<file path="src/rtl/lsu_pkg.sv">
// Shared definitions for the dm_lsu load/store unit: size codes, FSM encoding
// and the decode helpers used to classify a request at accept time.
package lsu_pkg;

  localparam logic [2:0] DIG_W  = 3'b000;
  localparam logic [2:0] DIG_H  = 3'b001;
  localparam logic [2:0] DIG_B  = 3'b010;
  localparam logic [2:0] DIG_HU = 3'b101;
  localparam logic [2:0] DIG_BU = 3'b110;

  typedef enum logic [1:0] {
    ST_IDLE = 2'd0,
    ST_BEAT = 2'd1,
    ST_RESP = 2'd2
  } lsu_state_e;

  function automatic logic digit_legal(input logic [2:0] digit);
    case (digit)
      DIG_W, DIG_H, DIG_B, DIG_HU, DIG_BU: return 1'b1;
      default:                             return 1'b0;
    endcase
  endfunction

  // Misaligned halves and words are broken into byte beats.
  function automatic logic [2:0] beat_count(input logic [2:0] digit,
                                            input logic [1:0] addr_lo);
    case (digit)
      DIG_W:         return (addr_lo == 2'b00) ? 3'd1 : 3'd4;
      DIG_H, DIG_HU: return addr_lo[0] ? 3'd2 : 3'd1;
      default:       return 3'd1;
    endcase
  endfunction

endpackage

</file>
<file path="src/rtl/lsu_extend.sv">
// Sign/zero extension of the load assembly register, selected by the size code.
// Re-extending a value that dm already extended leaves it unchanged.
module lsu_extend
  import lsu_pkg::*;
#(
  parameter int DATA_W = 32
) (
  input  logic [2:0]        digit,
  input  logic [DATA_W-1:0] din,
  output logic [DATA_W-1:0] dout
);

  always_comb begin
    dout = din;
    case (digit)
      DIG_H:   dout = {{(DATA_W-16){din[15]}}, din[15:0]};
      DIG_HU:  dout = {{(DATA_W-16){1'b0}}, din[15:0]};
      DIG_B:   dout = {{(DATA_W-8){din[7]}}, din[7:0]};
      DIG_BU:  dout = {{(DATA_W-8){1'b0}}, din[7:0]};
      default: dout = din;
    endcase
  end

endmodule

</file>
<file path="src/rtl/dm_lsu.sv">
// Load/store unit: accepts one request at a time and drives it to dm either
// as a single native beat or, when misaligned, as a sequence of byte beats.
module dm_lsu
  import lsu_pkg::*;
#(
  parameter int ADDR_W = 9,
  parameter int DATA_W = 32
) (
  input  logic              clk,
  input  logic              rstn,
  // Request: accepted on req_valid & req_ready; response is a single-cycle pulse.
  input  logic              req_valid,
  output logic              req_ready,
  input  logic              req_we,
  input  logic [ADDR_W-1:0] req_addr,
  input  logic [DATA_W-1:0] req_wdata,
  input  logic [2:0]        req_digit,
  output logic              resp_valid,
  output logic [DATA_W-1:0] resp_rdata,
  output logic              resp_err,
  output logic              dm_we,
  output logic [ADDR_W-1:0] dm_addr,
  output logic [DATA_W-1:0] dm_din,
  output logic [2:0]        dm_digit,
  input  logic [DATA_W-1:0] dm_dout,
  output logic [1:0]        dbg_state
);

  lsu_state_e        state_q, state_d;
  logic [1:0]        beat_cnt_q, beat_cnt_d;
  logic              we_q, we_d;
  logic [ADDR_W-1:0] addr_q, addr_d;
  logic [DATA_W-1:0] wdata_q, wdata_d;
  logic [2:0]        digit_q, digit_d;
  logic [DATA_W-1:0] asm_q, asm_d;
  logic              err_q, err_d;

  logic [2:0]        n_beats;
  logic              split;
  logic              last_beat;
  logic [DATA_W-1:0] ext_rdata;

  assign n_beats   = beat_count(digit_q, addr_q[1:0]);
  assign split     = (n_beats != 3'd1);
  assign last_beat = ({1'b0, beat_cnt_q} == 3'(n_beats - 3'd1));

  always_ff @(posedge clk or negedge rstn) begin
    if (!rstn) begin
      state_q    <= ST_IDLE;
      beat_cnt_q <= 2'd0;
      we_q       <= 1'b0;
      addr_q     <= '0;
      wdata_q    <= '0;
      digit_q    <= DIG_W;
      asm_q      <= '0;
      err_q      <= 1'b0;
    end else begin
      state_q    <= state_d;
      beat_cnt_q <= beat_cnt_d;
      we_q       <= we_d;
      addr_q     <= addr_d;
      wdata_q    <= wdata_d;
      digit_q    <= digit_d;
      asm_q      <= asm_d;
      err_q      <= err_d;
    end
  end

  always_comb begin
    state_d    = state_q;
    beat_cnt_d = beat_cnt_q;
    we_d       = we_q;
    addr_d     = addr_q;
    wdata_d    = wdata_q;
    digit_d    = digit_q;
    asm_d      = asm_q;
    err_d      = err_q;
    case (state_q)
      ST_IDLE: begin
        if (req_valid) begin
          we_d       = req_we;
          addr_d     = req_addr;
          wdata_d    = req_wdata;
          digit_d    = req_digit;
          asm_d      = '0;
          beat_cnt_d = 2'd0;
          err_d      = !digit_legal(req_digit);
          state_d    = digit_legal(req_digit) ? ST_BEAT : ST_RESP;
        end
      end
      ST_BEAT: begin
        if (split) asm_d[8*beat_cnt_q +: 8] = dm_dout[7:0];
        else       asm_d = dm_dout;
        if (last_beat) state_d = ST_RESP;
        else           beat_cnt_d = beat_cnt_q + 2'd1;
      end
      ST_RESP: begin
        beat_cnt_d = 2'd0;
        state_d    = ST_IDLE;
      end
      default: state_d = ST_IDLE;
    endcase
  end

  lsu_extend #(.DATA_W(DATA_W)) u_extend (
    .digit (digit_q),
    .din   (asm_q),
    .dout  (ext_rdata)
  );

  // dm_we comes only from registered state so reset drops it asynchronously.
  always_comb begin
    req_ready  = (state_q == ST_IDLE);
    resp_valid = (state_q == ST_RESP);
    resp_err   = (state_q == ST_RESP) && err_q;
    resp_rdata = ((state_q == ST_RESP) && !we_q && !err_q) ? ext_rdata : '0;
    dm_we      = 1'b0;
    dm_addr    = addr_q;
    dm_din     = '0;
    dm_digit   = DIG_W;
    if (state_q == ST_BEAT) begin
      dm_we = we_q;
      if (split) begin
        dm_addr     = addr_q + ADDR_W'(beat_cnt_q);
        dm_digit    = we_q ? DIG_B : DIG_BU;
        dm_din[7:0] = wdata_q[8*beat_cnt_q +: 8];
      end else begin
        dm_digit = digit_q;
        dm_din   = wdata_q;
      end
    end
    dbg_state = state_q;
  end

endmodule
</file>
<file path="config.mk">
export PLATFORM = sky130hd
export DESIGN_NAME = dm_lsu
export DESIGN_NICKNAME = d
export VERILOG_FILES = /design/src/rtl/lsu_pkg.sv /design/src/rtl/lsu_extend.sv /design/src/rtl/dm_lsu.sv
export SDC_FILE = /design/constraint.sdc
export NUM_CORES = 1
export LEC_CHECK = 0
export ABC_AREA = 1
export CAP_MARGIN = 40
export CORE_MARGIN = 1
export CORE_UTILIZATION = 30
export CTS_CLUSTER_DIAMETER = 40
export CTS_CLUSTER_SIZE = 14
export DETAILED_ROUTE_END_ITERATION = 16
export PLACE_DENSITY = 0.63
export SLEW_MARGIN = 10
export SYNTH_ARGS = -nofsm -noshare
export SYNTH_HDL_FRONTEND = slang
export SYNTH_SLANG_ARGS = --single-unit
</file>
<file path="constraint.sdc">
create_clock -name clk -period 2 [get_ports clk]
set_input_delay 0.4 -clock clk [delete_from_list [all_inputs] [get_ports clk]]
set_output_delay 0.4 -clock clk [all_outputs]
set_load 0.005 [all_outputs]
</file>
==> out/results.ini <==
[floorplanning]
row_count=45
fp.dieW_um=128
core-area_mm2=0.0153
die_h_um=128
pin_count=162
dieArea_mm2=0.0163
start_util=0.310

[finish]
insertedDiodeCount=0
syn_to_final_growth_pct=70.5
final_util=0.529
drive_above_1_share=0.376
fin_area_mm2=0.00810
num-nets-final=978

[synth]
synth_cell_type_count=37
yosys_warnings=0
synth_top_area_share=0.432
seq_area_frac_synth=0.432
synth_seq_cells=82
syn_inst=648
syn_area_mm2=0.00475
ys_top_cells_by_area=dfrtp_1 43%, nand2_1 17%, nor2_1 6.6%
yosysTopAreaCell=dfrtp_1
synth_fp_nets=740
ys_async_sr_fraction=1.00
synth_common_cells=210 x nand2_1, 84 x nor2_1, 82 x dfrtp_1, 57 x inv_1, 52 x nand3_1
syn_avg_cell_area_um2=7.33
ys.flop_type=dfrtp_1
yosysMostFrequentCell=nand2_1
synth_edf_count=0

[global_routing]
grt_pass1_vias=5040
grt_pass1_wl_mm=26.1
overflow=0
antenna_found_initial=0
grt_max_degree=83
grt.total_usage=0.207

[run_status]
outcome=complete, but fails checks
violations=setup timing

[setup_path]
reg2reg_slack_ns=-0.01
crit_start=digit_q[1]
r2r_cells=12
crit_path_end_kind=output port
arrival_ns=2.17
crit_required_ns=1.60
reg2reg_to=asm_q[18]
cp_max_fo=4
path_class=register to output port
reg2reg_from=digit_q[1]
critPathLaunchType=register

[timing]
post-route-period-util=1.29
finClkSkew_ns=0.00811
fin_crit_ns=2.57
maxSlewViolCount=0
clock.fmax_mhz=389
finalSetupViolations=74
worstMarginPinSlew_ns=0.478
max_slew_margin=0.681
rsz0062_at_grt=true
setup_ws_ns=-0.571
hold_viol_final=0

[pwr]
power_density_mw_per_mm2=1560
clkPwrFrac=0.144
seq_power_share=0.231
p_leak_nw=3.86
swShare=0.439
p_sw_mw=5.54
comb_power_share=0.625
peakVddDrop_v=0.000645
internal_power_mw=7.10

[routing]
top_layer_used=met4
dr.first_iter.drc_count=263
met2_length_mm=8.04
vias=5086
wl_mm=16.8
ant_nets=0
wl_met1_mm=7.29
firstDrtPassIters=4
drc=0
wl_met3_mm=1.23
post_drt_wl_per_cell_um=15.2
vias_per_cell=4.62

[clock_tree]
h-tree-depth=3
cts.clk_slew.worst_paths_ns=0.06
clkLatencyLatePin_ns=0.34
cts_buffers=9
ctsRootBufferMaster=clkbuf_16
hold_buffers=0
clk_path_buf_depth=2
cts_tree=built
cts_num_sinks=82

[placement]
pre_cts_ws_ns=-0.580
place_hpwl_mm=11.4
port-buffer-count=161
dpl_cell_area_mm2=0.00713
place_congestion=0.872

[hold_path]
min_path_type=input pin to async pin

[flow_run]
drv_cap=0

-- cell families (layout without fill, tap and decap cells) --
logic type	Yosys count	after routing	share of synthesized area
adders and majority gates	12	12	0.0332
DFF	82	82	0.432
and+or+nand+nor	369	370	0.328
xor gates and xnor gates	7	7	0.0129
AOI/OAI and AO/OA	88	88	0.114
buffers and inverters	90	332	0.0798
-- worst max path at each step --
stage	endpoint	slack [ns]	depth (start not counted)
detailed placement	dm_addr[5]	-0.58	13
floorplan	dm_din[14]	-0.02	12
CTS	dm_addr[8]	-0.58	14
finish	dm_addr[8]	-0.57	12
global route	dm_addr[8]	-0.70	14
global placement	dm_addr[5]	-0.57	12
-- cells in the final DEF (no fill, tap or decap), types with 11 or more instances in the layout --
master and instances:
dfrtp_1 80, nor2_1 28, buf_2 62, clkdlybuf4s50_1 80, inv_1 52, nor2_2 31, nand3_2 12, o21ai_0 42
nand3_1 38, buf_6 35, nand2_2 26, nand2_1 184, buf_4 51, buf_12 11, nor2_4 33
-- layout make-up --
type	count	area, um^2
sequential	82	2050
inverter	65	264
multi-input combinational	477	2910
clock buffer	11	243
fill	1495	7210
tap	211	264
clock inverter	5	77.6
timing repair buffer	251	2280
-- power by group through the flow --
| stage | Clock (mW) | Combinational [mW] | Sequential [mW] |
|---|---|---|---|
| after global routing | 1.91 | 8.62 | 3.02 |
| after detailed placement | 0 | 6.51 | 2.89 |
| after CTS | 1.85 | 7.23 | 2.89 |
| final | 1.81 | 7.90 | 2.93 |
| after global placement | 0 | 6.48 | 2.87 |
| after floorplan | 0 | 3.60 | 2.82 |
-- critical path, cell delays in order (launching register included) --
cell,delay (ns)
dfrtp_1,0.39
inv_2,0.11
ha_4,0.16
buf_4,0.12
nand2_2,0.08
ha_4,0.18
inv_2,0.07
nor2_4,0.05
nor2_4,0.17
buf_6,0.14
nand3b_1,0.10
xnor2_1,0.14
buf_2,0.13
-- registers in the layout, indices dropped and copies added (netlist names) --
register	flops
asm_q	32
wdata_q	32
addr_q	9
digit_q	3
beat_cnt_q	2
dbg_state	2
err_q	1
we_q	1
-- layer usage --
layer,track usage,up-vias
met5,0,-
met4,0.0644,0
met2,0.341,168
li1,-,2525
met1,0.266,2377
met3,0.0522,16
-- per-stage QoR --
| step | total power, mW | hold slack (ns) | instances | setup TNS [ns] |
|---|---|---|---|---|
| after floorplan | 6.42 | 0.104 | 648 | -0.275 |
| after global placement | 9.35 | 0.455 | 1054 | -25.42 |
| after detailed placement | 9.40 | 0.462 | 1054 | -26.33 |
| after CTS | 12.0 | 0.118 | 1096 | -27.83 |
| after global routing | 13.6 | 0.123 | 1102 | -36.12 |
| final | 12.6 | 0.0854 | 1102 | -26.41 |
-- repair_timing --
item                       CTS  global route
pin swaps                   30            58
setup endpoints to repair  102           114
resized for setup          379           109
buffers inserted            25            10
gates cloned                 3             1
No activity file was read; power rests on OpenSTA's default activity.
